$ cat config.mk
export PLATFORM = sky130hd
export DESIGN_NAME = regfile_writeback_flat
export DESIGN_NICKNAME = d
export VERILOG_FILES = /design/src/rtl/regfile_writeback_pkg.sv /design/src/rtl/regfile_writeback_if.sv /design/src/rtl/regfile_writeback_fifo.sv /design/src/rtl/regfile_writeback.sv /design/src/flat_wrapper.sv
export SDC_FILE = /design/constraint.sdc
export NUM_CORES = 1
export LEC_CHECK = 0
export ABC_AREA = 1
export CORE_UTILIZATION = 40
export DETAILED_ROUTE_END_ITERATION = 6
export GPL_TIMING_DRIVEN = 0
export PLACE_DENSITY = 0.76
export SLEW_MARGIN = 30
export SYNTH_ARGS = -nofsm -noshare
export SYNTH_HDL_FRONTEND = slang
export SYNTH_SLANG_ARGS = --single-unit
$ cat constraint.sdc
create_clock -name clk -period 2.8 [get_ports clk]
set_input_delay 0.56 -clock clk [delete_from_list [all_inputs] [get_ports clk]]
set_output_delay 0.56 -clock clk [all_outputs]
set_load 0.005 [all_outputs]
$ cat src/rtl/regfile_writeback_pkg.sv
// Shared types and constants for the register-file write-back queue.
// wb_entry_t is the canonical 32-bit entry layout; the top builds an
// XLEN-wide variant with the same field order so the FIFO stays generic.
package wb_pkg;

   localparam int REG_ADDR_W = 5;
   localparam int NUM_REGS   = 32;
   localparam int WB_XLEN    = 32;

   typedef struct packed {
      logic [REG_ADDR_W-1:0] rd;
      logic [WB_XLEN-1:0]    data;
   } wb_entry_t;

   // One-hot decode of a destination register, used to build the scoreboard.
   function automatic logic [NUM_REGS-1:0] rdDecode(input logic [REG_ADDR_W-1:0] rd);
      return NUM_REGS'(1) << rd;
   endfunction

endpackage

$ cat src/rtl/regfile_writeback_if.sv
// Bundle of the producer handshakes, the register-file write port, the
// scoreboard outputs and the forwarding query port of the write-back queue.
// master = producers/decode side, slave = the write-back queue itself.
interface regfile_writeback_if #(
   parameter int DEPTH = 4,
   parameter int XLEN  = 32
);
   import wb_pkg::*;

   localparam int CNT_W = $clog2(DEPTH + 1);

   logic                  mem_valid;
   logic                  mem_ready;
   logic [REG_ADDR_W-1:0] mem_rd;
   logic [XLEN-1:0]       mem_data;

   logic                  alu_valid;
   logic                  alu_ready;
   logic [REG_ADDR_W-1:0] alu_rd;
   logic [XLEN-1:0]       alu_data;

   logic                  rf_we;
   logic [REG_ADDR_W-1:0] rf_rd;
   logic [XLEN-1:0]       rf_wdata;

   logic [NUM_REGS-1:0]   pending;
   logic [CNT_W-1:0]      count;

   logic [REG_ADDR_W-1:0] q_rs1;
   logic [REG_ADDR_W-1:0] q_rs2;
   logic                  fwd1_hit;
   logic                  fwd2_hit;
   logic [XLEN-1:0]       fwd1_data;
   logic [XLEN-1:0]       fwd2_data;

   modport master (
      output mem_valid, mem_rd, mem_data,
      output alu_valid, alu_rd, alu_data,
      output q_rs1, q_rs2,
      input  mem_ready, alu_ready,
      input  rf_we, rf_rd, rf_wdata,
      input  pending, count,
      input  fwd1_hit, fwd2_hit, fwd1_data, fwd2_data
   );

   modport slave (
      input  mem_valid, mem_rd, mem_data,
      input  alu_valid, alu_rd, alu_data,
      input  q_rs1, q_rs2,
      output mem_ready, alu_ready,
      output rf_we, rf_rd, rf_wdata,
      output pending, count,
      output fwd1_hit, fwd2_hit, fwd1_data, fwd2_data
   );

endinterface

$ cat src/rtl/regfile_writeback_fifo.sv
// wb_fifo: dual-push / single-pop circular buffer. Push slot 0 is always
// older than push slot 1. The whole entry array and its valid mask are
// exported so the owner can build a scoreboard and forwarding network.
// The caller guarantees it never pushes more than the free space and never
// pops when empty.
module wb_fifo
   import wb_pkg::*;
#(
   parameter int  DEPTH   = 4,
   parameter type entry_t = wb_entry_t,
   localparam int PTR_W   = $clog2(DEPTH),
   localparam int CNT_W   = $clog2(DEPTH + 1)
) (
   input  logic             clk,
   input  logic             rst_n,
   input  logic             i_push0,
   input  entry_t           i_data0,
   input  logic             i_push1,
   input  entry_t           i_data1,
   input  logic             i_pop,
   output entry_t           o_entries [DEPTH],
   output logic [DEPTH-1:0] o_valid,
   output logic [PTR_W-1:0] o_rdPtr,
   output logic [CNT_W-1:0] o_count
);

   entry_t           r_entries [DEPTH];
   logic [DEPTH-1:0] r_valid;
   logic [PTR_W-1:0] r_wrPtr;
   logic [PTR_W-1:0] r_rdPtr;
   logic [CNT_W-1:0] r_count;

   logic [1:0]       w_nPush;
   logic [PTR_W-1:0] w_slot1;

   // Slot 1 lands right behind slot 0 when both push, otherwise at the write pointer.
   always_comb begin
      w_nPush = {1'b0, i_push0} + {1'b0, i_push1};
      w_slot1 = r_wrPtr + PTR_W'(i_push0);
   end

   // Pointer, occupancy and valid-mask bookkeeping; reset discards every entry at once.
   always_ff @(posedge clk or negedge rst_n) begin
      if (!rst_n) begin
         r_wrPtr <= '0;
         r_rdPtr <= '0;
         r_count <= '0;
         r_valid <= '0;
      end else begin
         if (i_pop) begin
            r_valid[r_rdPtr] <= 1'b0;
            r_rdPtr          <= r_rdPtr + PTR_W'(1);
         end
         if (i_push0) begin
            r_valid[r_wrPtr] <= 1'b1;
         end
         if (i_push1) begin
            r_valid[w_slot1] <= 1'b1;
         end
         r_wrPtr <= r_wrPtr + PTR_W'(w_nPush);
         r_count <= r_count + CNT_W'(w_nPush) - CNT_W'(i_pop);
      end
   end

   // Payload storage needs no reset: nothing reads an entry whose valid bit is clear.
   always_ff @(posedge clk) begin
      if (i_push0) begin
         r_entries[r_wrPtr] <= i_data0;
      end
      if (i_push1) begin
         r_entries[w_slot1] <= i_data1;
      end
   end

   assign o_entries = r_entries;
   assign o_valid   = r_valid;
   assign o_rdPtr   = r_rdPtr;
   assign o_count   = r_count;

endmodule

$ cat src/rtl/regfile_writeback.sv
// regfile_writeback: in-order write-back queue in front of the single
// register-file write port. Accepts mem and ALU results (mem is older when
// both arrive together), drops rd=0 results after the handshake, drains one
// entry per cycle and exports a pending-write scoreboard.
// Optional feature: define REGFILE_WB_BYPASS_EN to generate the forwarding
// match logic; without it the fwd* outputs are tied to zero.
module regfile_writeback
   import wb_pkg::*;
#(
   parameter int DEPTH = 4,
   parameter int XLEN  = 32
) (
   input  logic               clk,
   input  logic               reset,
   regfile_writeback_if.slave bus
);

   localparam int PTR_W = $clog2(DEPTH);
   localparam int CNT_W = $clog2(DEPTH + 1);
   localparam logic [CNT_W-1:0] MEM_LIMIT = CNT_W'(DEPTH - 1);
   localparam logic [CNT_W-1:0] ALU_LIMIT = CNT_W'(DEPTH - 2);

   typedef struct packed {
      logic [REG_ADDR_W-1:0] rd;
      logic [XLEN-1:0]       data;
   } entry_t;

   entry_t              w_entries [DEPTH];
   logic [DEPTH-1:0]    w_valid;
   logic [PTR_W-1:0]    w_rdPtr;
   logic [CNT_W-1:0]    w_count;
   logic                w_memReady;
   logic                w_aluReady;
   logic                w_memPush;
   logic                w_aluPush;
   logic                w_pop;
   entry_t              w_memEntry;
   entry_t              w_aluEntry;
   entry_t              w_head;
   logic [NUM_REGS-1:0] w_pending;
   logic                w_fwd1Hit;
   logic                w_fwd2Hit;
   logic [XLEN-1:0]     w_fwd1Data;
   logic [XLEN-1:0]     w_fwd2Data;

   // Readiness looks only at occupancy (ignoring this cycle's pop); ALU needs room behind a same-cycle mem entry.
   always_comb begin
      w_memReady = reset && (w_count <= MEM_LIMIT);
      w_aluReady = reset && (w_count <= ALU_LIMIT);
      w_memPush  = bus.mem_valid && w_memReady && (bus.mem_rd != '0);
      w_aluPush  = bus.alu_valid && w_aluReady && (bus.alu_rd != '0);
      w_pop      = (w_count != '0);
      w_memEntry = '{rd: bus.mem_rd, data: bus.mem_data};
      w_aluEntry = '{rd: bus.alu_rd, data: bus.alu_data};
   end

   wb_fifo #(
      .DEPTH   (DEPTH),
      .entry_t (entry_t)
   ) u_fifo (
      .clk       (clk),
      .rst_n     (reset),
      .i_push0   (w_memPush),
      .i_data0   (w_memEntry),
      .i_push1   (w_aluPush),
      .i_data1   (w_aluEntry),
      .i_pop     (w_pop),
      .o_entries (w_entries),
      .o_valid   (w_valid),
      .o_rdPtr   (w_rdPtr),
      .o_count   (w_count)
   );

   // The head entry drives the register-file port directly and is popped on the same edge it is written.
   always_comb begin
      w_head       = w_entries[w_rdPtr];
      bus.rf_we    = 1'b0;
      bus.rf_rd    = '0;
      bus.rf_wdata = '0;
      if (w_pop) begin
         bus.rf_we    = 1'b1;
         bus.rf_rd    = w_head.rd;
         bus.rf_wdata = w_head.data;
      end
   end

   // Scoreboard: OR of every live entry's destination; x0 never counts as pending.
   always_comb begin
      w_pending = '0;
      for (int i = 0; i < DEPTH; i++) begin
         if (w_valid[i]) begin
            w_pending = w_pending | rdDecode(w_entries[i].rd);
         end
      end
      w_pending[0] = 1'b0;
   end

`ifdef REGFILE_WB_BYPASS_EN
   // Walk live entries oldest to youngest so the last match seen is the youngest value.
   always_comb begin
      logic [PTR_W-1:0] w_idx;
      w_idx      = '0;
      w_fwd1Hit  = 1'b0;
      w_fwd2Hit  = 1'b0;
      w_fwd1Data = '0;
      w_fwd2Data = '0;
      for (int k = 0; k < DEPTH; k++) begin
         w_idx = w_rdPtr + PTR_W'(k);
         if (w_valid[w_idx] && (bus.q_rs1 != '0) && (w_entries[w_idx].rd == bus.q_rs1)) begin
            w_fwd1Hit  = 1'b1;
            w_fwd1Data = w_entries[w_idx].data;
         end
         if (w_valid[w_idx] && (bus.q_rs2 != '0) && (w_entries[w_idx].rd == bus.q_rs2)) begin
            w_fwd2Hit  = 1'b1;
            w_fwd2Data = w_entries[w_idx].data;
         end
      end
   end
`else
   logic w_unusedQuery;

   assign w_fwd1Hit     = 1'b0;
   assign w_fwd2Hit     = 1'b0;
   assign w_fwd1Data    = '0;
   assign w_fwd2Data    = '0;
   assign w_unusedQuery = ^{bus.q_rs1, bus.q_rs2};
`endif

   assign bus.mem_ready = w_memReady;
   assign bus.alu_ready = w_aluReady;
   assign bus.pending   = w_pending;
   assign bus.count     = w_count;
   assign bus.fwd1_hit  = w_fwd1Hit;
   assign bus.fwd2_hit  = w_fwd2Hit;
   assign bus.fwd1_data = w_fwd1Data;
   assign bus.fwd2_data = w_fwd2Data;

endmodule

$ cat src/flat_wrapper.sv
// flat-port wrapper written by rule: the top's interface ports become plain ports
module regfile_writeback_flat import wb_pkg::*;
#(
   parameter int DEPTH = 4,
   parameter int XLEN  = 32
)
  (clk, reset, bus_mem_valid, bus_mem_rd, bus_mem_data, bus_alu_valid, bus_alu_rd, bus_alu_data, bus_q_rs1, bus_q_rs2, bus_mem_ready, bus_alu_ready, bus_rf_we, bus_rf_rd, bus_rf_wdata, bus_pending, bus_count, bus_fwd1_hit, bus_fwd2_hit, bus_fwd1_data, bus_fwd2_data);
  regfile_writeback_if #(.DEPTH(DEPTH), .XLEN(XLEN)) bus_i ();
  input  logic clk;
  input  logic reset;
  input wire logic [$bits(bus_i.mem_valid)-1:0] bus_mem_valid;
  input wire logic [$bits(bus_i.mem_rd)-1:0] bus_mem_rd;
  input wire logic [$bits(bus_i.mem_data)-1:0] bus_mem_data;
  input wire logic [$bits(bus_i.alu_valid)-1:0] bus_alu_valid;
  input wire logic [$bits(bus_i.alu_rd)-1:0] bus_alu_rd;
  input wire logic [$bits(bus_i.alu_data)-1:0] bus_alu_data;
  input wire logic [$bits(bus_i.q_rs1)-1:0] bus_q_rs1;
  input wire logic [$bits(bus_i.q_rs2)-1:0] bus_q_rs2;
  output wire logic [$bits(bus_i.mem_ready)-1:0] bus_mem_ready;
  output wire logic [$bits(bus_i.alu_ready)-1:0] bus_alu_ready;
  output wire logic [$bits(bus_i.rf_we)-1:0] bus_rf_we;
  output wire logic [$bits(bus_i.rf_rd)-1:0] bus_rf_rd;
  output wire logic [$bits(bus_i.rf_wdata)-1:0] bus_rf_wdata;
  output wire logic [$bits(bus_i.pending)-1:0] bus_pending;
  output wire logic [$bits(bus_i.count)-1:0] bus_count;
  output wire logic [$bits(bus_i.fwd1_hit)-1:0] bus_fwd1_hit;
  output wire logic [$bits(bus_i.fwd2_hit)-1:0] bus_fwd2_hit;
  output wire logic [$bits(bus_i.fwd1_data)-1:0] bus_fwd1_data;
  output wire logic [$bits(bus_i.fwd2_data)-1:0] bus_fwd2_data;
  assign bus_i.mem_valid = bus_mem_valid;
  assign bus_i.mem_rd = bus_mem_rd;
  assign bus_i.mem_data = bus_mem_data;
  assign bus_i.alu_valid = bus_alu_valid;
  assign bus_i.alu_rd = bus_alu_rd;
  assign bus_i.alu_data = bus_alu_data;
  assign bus_i.q_rs1 = bus_q_rs1;
  assign bus_i.q_rs2 = bus_q_rs2;
  assign bus_mem_ready = bus_i.mem_ready;
  assign bus_alu_ready = bus_i.alu_ready;
  assign bus_rf_we = bus_i.rf_we;
  assign bus_rf_rd = bus_i.rf_rd;
  assign bus_rf_wdata = bus_i.rf_wdata;
  assign bus_pending = bus_i.pending;
  assign bus_count = bus_i.count;
  assign bus_fwd1_hit = bus_i.fwd1_hit;
  assign bus_fwd2_hit = bus_i.fwd2_hit;
  assign bus_fwd1_data = bus_i.fwd1_data;
  assign bus_fwd2_data = bus_i.fwd2_data;
  regfile_writeback #(.DEPTH(DEPTH), .XLEN(XLEN)) u_core (.clk(clk), .reset(reset), .bus(bus_i));
endmodule
# Word level (Yosys, flattened, before mapping)
# Index checks and enable logic that the tools add are counted.
[word_totals]
register_bits = 159
elab_cells = 86
[classes]
mux = 27
add_sub_neg = 6
order_cmp = 13
n_shift = 4
bitwise = 10
reduce_logical = 14
[ops]
columns = ["op", "n"]
rows = [
  ["$bwmux W148", 2],
  ["$mux W148", 2],
  ["$mux W32", 5],
  ["$demux W37 S2", 2],
  ["$mux W37", 4],
  ["$shl A1 B5 Y32 const A", 4],
  ["$or A32 B32 Y32", 3],
  ["$bmux W37 S2", 1],
  ["$mux W4", 3],
  ["$logic_and A1 B1 Y1", 11],
  ["$reduce_bool A5 Y1", 2],
  ["$ge A3 B3 Y1 const B", 3],
  ["$lt A2 B3 Y1 const B", 3],
  ["$not A2 Y3", 3],
  ["$or A4 B4 Y4", 2],
  ["$demux W1 S2", 3],
  ["$ge A2 B1 Y1 const B", 3],
  ["$le A3 B2 Y1 const B", 2],
  ["$lt A3 B1 Y1 const B", 2],
  ["$mux W5", 1],
  ["$and A4 B4 Y4", 1],
  ["$mux W1", 4],
  ["$not A4 Y4", 1],
  ["$add A3 B2 Y3", 1],
  ["other kinds (6)", 6],
]

# Logic depth before layout (Yosys ltp)
[depth]
depth_word = 12
mapped_depth = 16

# Cells and area by module
# Synthesis repeated with hierarchy kept, for this count alone.
[unflattened]
cells_unflattened = 1911
area_unflattened_um2 = 11329.6
[modules_own_cells]
columns = ["module", "cells_each", "instances", "area_each_um2"]
rows = [
  ["wb_fifo", 1237, 1, 8131.5],
  ["regfile_writeback", 674, 1, 3198.1],
]

# Least setup slack after synthesis
# No wires, ideal clock.
[synth_path]
path_kind = "input to register"
start = "input bus_mem_rd[2]"
end = "register u_core.u_fifo.r_count[2] (netlist: u_core.u_fifo.o_count[2])"
arrival_ps = 2721
slack_ps = 0
path_stages = 13
t_required_ps = 2721
setup_time_ps = 79
cell_sequence = "nor2_1 > nand3_2 > buf_2 > nand2_1 > inv_1 > ha_1 > inv_1 > ha_1 > inv_1 > ha_1 > fa_1 > xnor2_1 > xor2_1"
[synth_between]
elab_chain_len = 5
[synth_lines]
columns = ["element", "line", "source"]
rows = [
  ["from (decl)", "flat_wrapper.sv:12", "input wire logic [$bits(bus_i.mem_rd)-1:0] bus_mem_rd;"],
  ["$reduce_bool A5 Y1", "regfile_writeback.sv:50", "w_memPush = bus.mem_valid && w_memReady && (bus.mem_rd != '0);"],
  ["$logic_and A1 B1 Y1", "regfile_writeback.sv:50", ""],
  ["$add A1 B1 Y2", "regfile_writeback_fifo.sv:38", "w_nPush = {1'b0, i_push0} + {1'b0, i_push1};"],
  ["$add A3 B2 Y3", "regfile_writeback_fifo.sv:61", "r_count <= r_count + CNT_W'(w_nPush) - CNT_W'(i_pop);"],
  ["$sub A3 B1 Y3", "regfile_writeback_fifo.sv:61", ""],
  ["to (signal assigned)", "regfile_writeback_fifo.sv:61", ""],
  ["to (decl)", "regfile_writeback_fifo.sv:31", "logic [CNT_W-1:0] r_count;"],
]
# Every way passes these cells.
# A chain may end at the register's enable or synchronous reset.

# Worst setup path after layout
[layout_path]
start = "register u_core.u_fifo.r_rdPtr[0] (netlist: u_core.u_fifo.o_rdPtr[0])"
end = "output bus_rf_wdata[29]"
[layout_between]
elab_chain_len = 5
[layout_lines]
columns = ["element", "line", "source"]
rows = [
  ["from (decl)", "regfile_writeback_fifo.sv:30", "logic [PTR_W-1:0] r_rdPtr;"],
  ["from (signal assigned)", "regfile_writeback_fifo.sv:52", "r_rdPtr <= r_rdPtr + PTR_W'(1);"],
  ["$not A2 Y3 (not written as such)", "regfile_writeback.sv:76", "w_head = w_entries[w_rdPtr];"],
  ["$bmux W37 S2", "regfile_writeback.sv:76", ""],
  ["$mux W37 (not written as such) (2 in a row)", "regfile_writeback.sv:76", ""],
  ["$mux W32", "regfile_writeback.sv:80", "if (w_pop) begin"],
  ["to (decl)", "flat_wrapper.sv:23", "output wire logic [$bits(bus_i.rf_wdata)-1:0] bus_rf_wdata;"],
]
# Every way passes these cells. The select of a mux whose other input is x is not followed.

==> reports/metrics.yaml <==
status: "finished clean"
endpoint_kind: "output pin"
hold_violations: 0
cp_data_arrival_time_ns: 2.21
avgSynthCellArea_um2: 6.32
clock_sinks: 159
core_area_um2: 27900
leakagePower_nw: 7.68
fillCellCount: 2838
cellPowerDensity_nw_per_um2: 1110
vias: 14004
gp_congestion: 0.987
worst_pin_slew_ns: 0.624
report.final.slew_viol_count: 0
start_kind: "flip-flop"
synthCells: 1808
die_y_um: 171
grt_usage_pct: 31.8
viasPerCell: 5.72
drcViolationCount: 0
cp_max_fo: 10
fp.dieW_um: 171
cpMostUsedCell: "a21oi_1"
grt_pass1_vias: 12850
dp.cells: 2403
cts_buffers: 17
fin_cells: 2448
setup_viol: 0
ys_seq_elements: 159
root_buffer: "clkbuf_16"
r2r_setup_slack_ns: 0.16
antenna_found_initial: 2
ir_worst_vdd_v: 0.000612
layout_common_cells: "nand2_1, nand4_1, inv_1"
clockBufferDepth: 2
dieArea_um2: 29200
crit_slowest_cell: "clkdlybuf4s50_1"
muxShareOfSynthArea_pct: 0
synth_fa_ha_area_share_pct: 1.27
routed_wirelength_um: 47000
syn-cell-area_um2: 11400
grt_max_degree: 17
hp-class: "input port to flip-flop"
synth_xor_area_share_pct: 0.383
finClkSkew_ns: 0.00816
synth_warnings: 0
overflow: 0
port_buffers: 151
tritoncts: "done"
dr.pass1.iters: 6
clk_pin_slew_worst_paths_ns: 0.07
timing.fmax_mhz: 361
hold_start: "bus_alu_rd[0]"
critical_path_class: "flip-flop to output pin"
synth_compound_area_share_pct: 9.96
cts.htree.levels: 4
rows: 61
synth_cell_types: 33
final_common_cell: "nand2_1"
initial_core_util_pct: 40.9
drv_cap: 0
period_needed_ns: 2.77
synth_top_family_by_area: "simple AND/OR/NAND/NOR gates"
clk_latency_ns: 0.44
crit_path_start: "u_core.u_fifo.o_rdPtr[0]"
area_growth_pct: 29.8
crit_required_ns: 2.24
drive_gt1_share_pct: 16.2
grt_pass1_wl_um: 71800
worstReg2RegStart: "u_core.u_fifo.o_count[2]"
drt_iter0_drc: 1544
post-route-util_pct: 53.1
synthSimpleGateAreaFrac_pct: 41.4
wire_per_inst_um: 19.2
slowest_delay_ns: 0.53
fin_nets: 2155
tns_ns: 0
io_pins: 229
period_share_pct: 98.9
ant_nets: 0
synth_seq_area_share_pct: 28.3
hpwl_um: 34500
power_mw: 16.4
cp_cell_sequence: "buf_6, clkbuf_4, a21oi_1, o21ai_0, a21oi_1, clkdlybuf4s50_1"
maxSlewHeadroom_pct: 58.3
sequential cells by signal, indices dropped and copies added, names as in the netlist:
name,flops
u_core.u_fifo.r_wrPtr,2
u_core.u_fifo.o_rdPtr,2
u_core.u_fifo.o_entries,148
u_core.u_fifo.o_count,3
u_core.u_fifo.o_valid,4
cell usage after synthesis, drive strengths merged:
library cell  number  share of area [%]
a21oi            123                5.4
a22oi              1              0.066
and2               3               0.16
buf              166                9.6
clkbuf            46                1.5
conb               1              0.033
dfrtp             11                2.4
dfxtp            148                 26
fa                 1               0.18
ha                10                1.1
inv              228                7.5
nand2            457                 15
nand3            204                9.6
nand4            244                 13
nor2              51                2.3
nor2b              1               0.12
nor3              14               0.61
nor4               2               0.11
o2111ai            8               0.61
o211ai             8               0.53
o21ai             75                3.3
o221ai             1              0.077
xnor2              2               0.15
xor2               3               0.23
path summary, 6_finish.rpt:
check	endpoint	depth (start not counted)
hold reg to reg	u_core.u_fifo.o_entries[18]	4
hold / removal	u_core.u_fifo.o_entries[106]	3
setup / recovery	bus_rf_wdata[29]	6
max in group asynchronous	u_core.u_fifo.o_valid[3]	2
min in group asynchronous	u_core.u_fifo.o_count[2]	2
setup reg to reg	u_core.u_fifo.o_entries[47]	12
per-stage QoR:
stage / setup WS, ns / cell area (um^2) / hold WS, ns
6_report: 0.0299 / 14800 / 0.428
5_1_grt: -0.0221 / 14800 / 0.437
4_1_cts: -0.00948 / 14600 / 0.533
3_5_place_dp: -1.27 / 13700 / 0.522
3_3_place_gp: -1.23 / 13700 / 0.513
2_1_floorplan: 0.00602 / 11700 / 0.264
cell type report:
cell class | count | area, um^2 | share of cell area [%]
timing repair buffer | 169 | 1660 | 11.2
clock buffer | 21 | 493 | 3.32
multi-input combinational | 1275 | 6570 | 44.3
buffer | 206 | 1390 | 9.38
tap | 378 | 473 | 3.19
clock inverter | 10 | 108 | 0.726
inverter | 228 | 872 | 5.88
sequential | 159 | 3260 | 22.0
antenna | 2 | 5.00 | 0.0337
repair_timing:
action / in CTS / in global routing
gates resized for setup: 136 / 100
hold buffers: 1 / 0
pin swaps: 26 / 28
buffers inserted: 9 / 8
setup endpoints to repair: 225 / 82
hold endpoints to repair: 11 / 0
critical path: cells and delay by family (launching register included):
family / cells / cell delay, ns
buffers and inverters: 3 / 0.92
AOI/OAI and AO/OA: 3 / 0.41
DFF: 1 / 0.45
logic make-up (layout without fill, tap and decap cells):
| kind of cell | count (synthesis) | after routing |
|---|---|---|
| XOR/XNOR | 5 | 5 |
| buffers and inverters | 440 | 634 |
| AND/OR/NAND/NOR | 976 | 976 |
| other | 1 | 69 |
| adder cells (fa/ha/maj) | 11 | 11 |
| flip-flops | 159 | 159 |
| AO/OA/AOI/OAI | 216 | 216 |
per-layer routing:
metal | global-route usage, % | share of wire (%)
met5 | 0 | 0
met4 | 17.0 | 5.2
met3 | 5.55 | 11
met2 | 51.7 | 46
met1 | 39.9 | 38
report_power, final:
group          internal [mW]  switching, mW
clock                   1.43          0.993
combinational           3.59           6.14
sequential              3.51          0.773
Power figures use the tool's default switching activity.
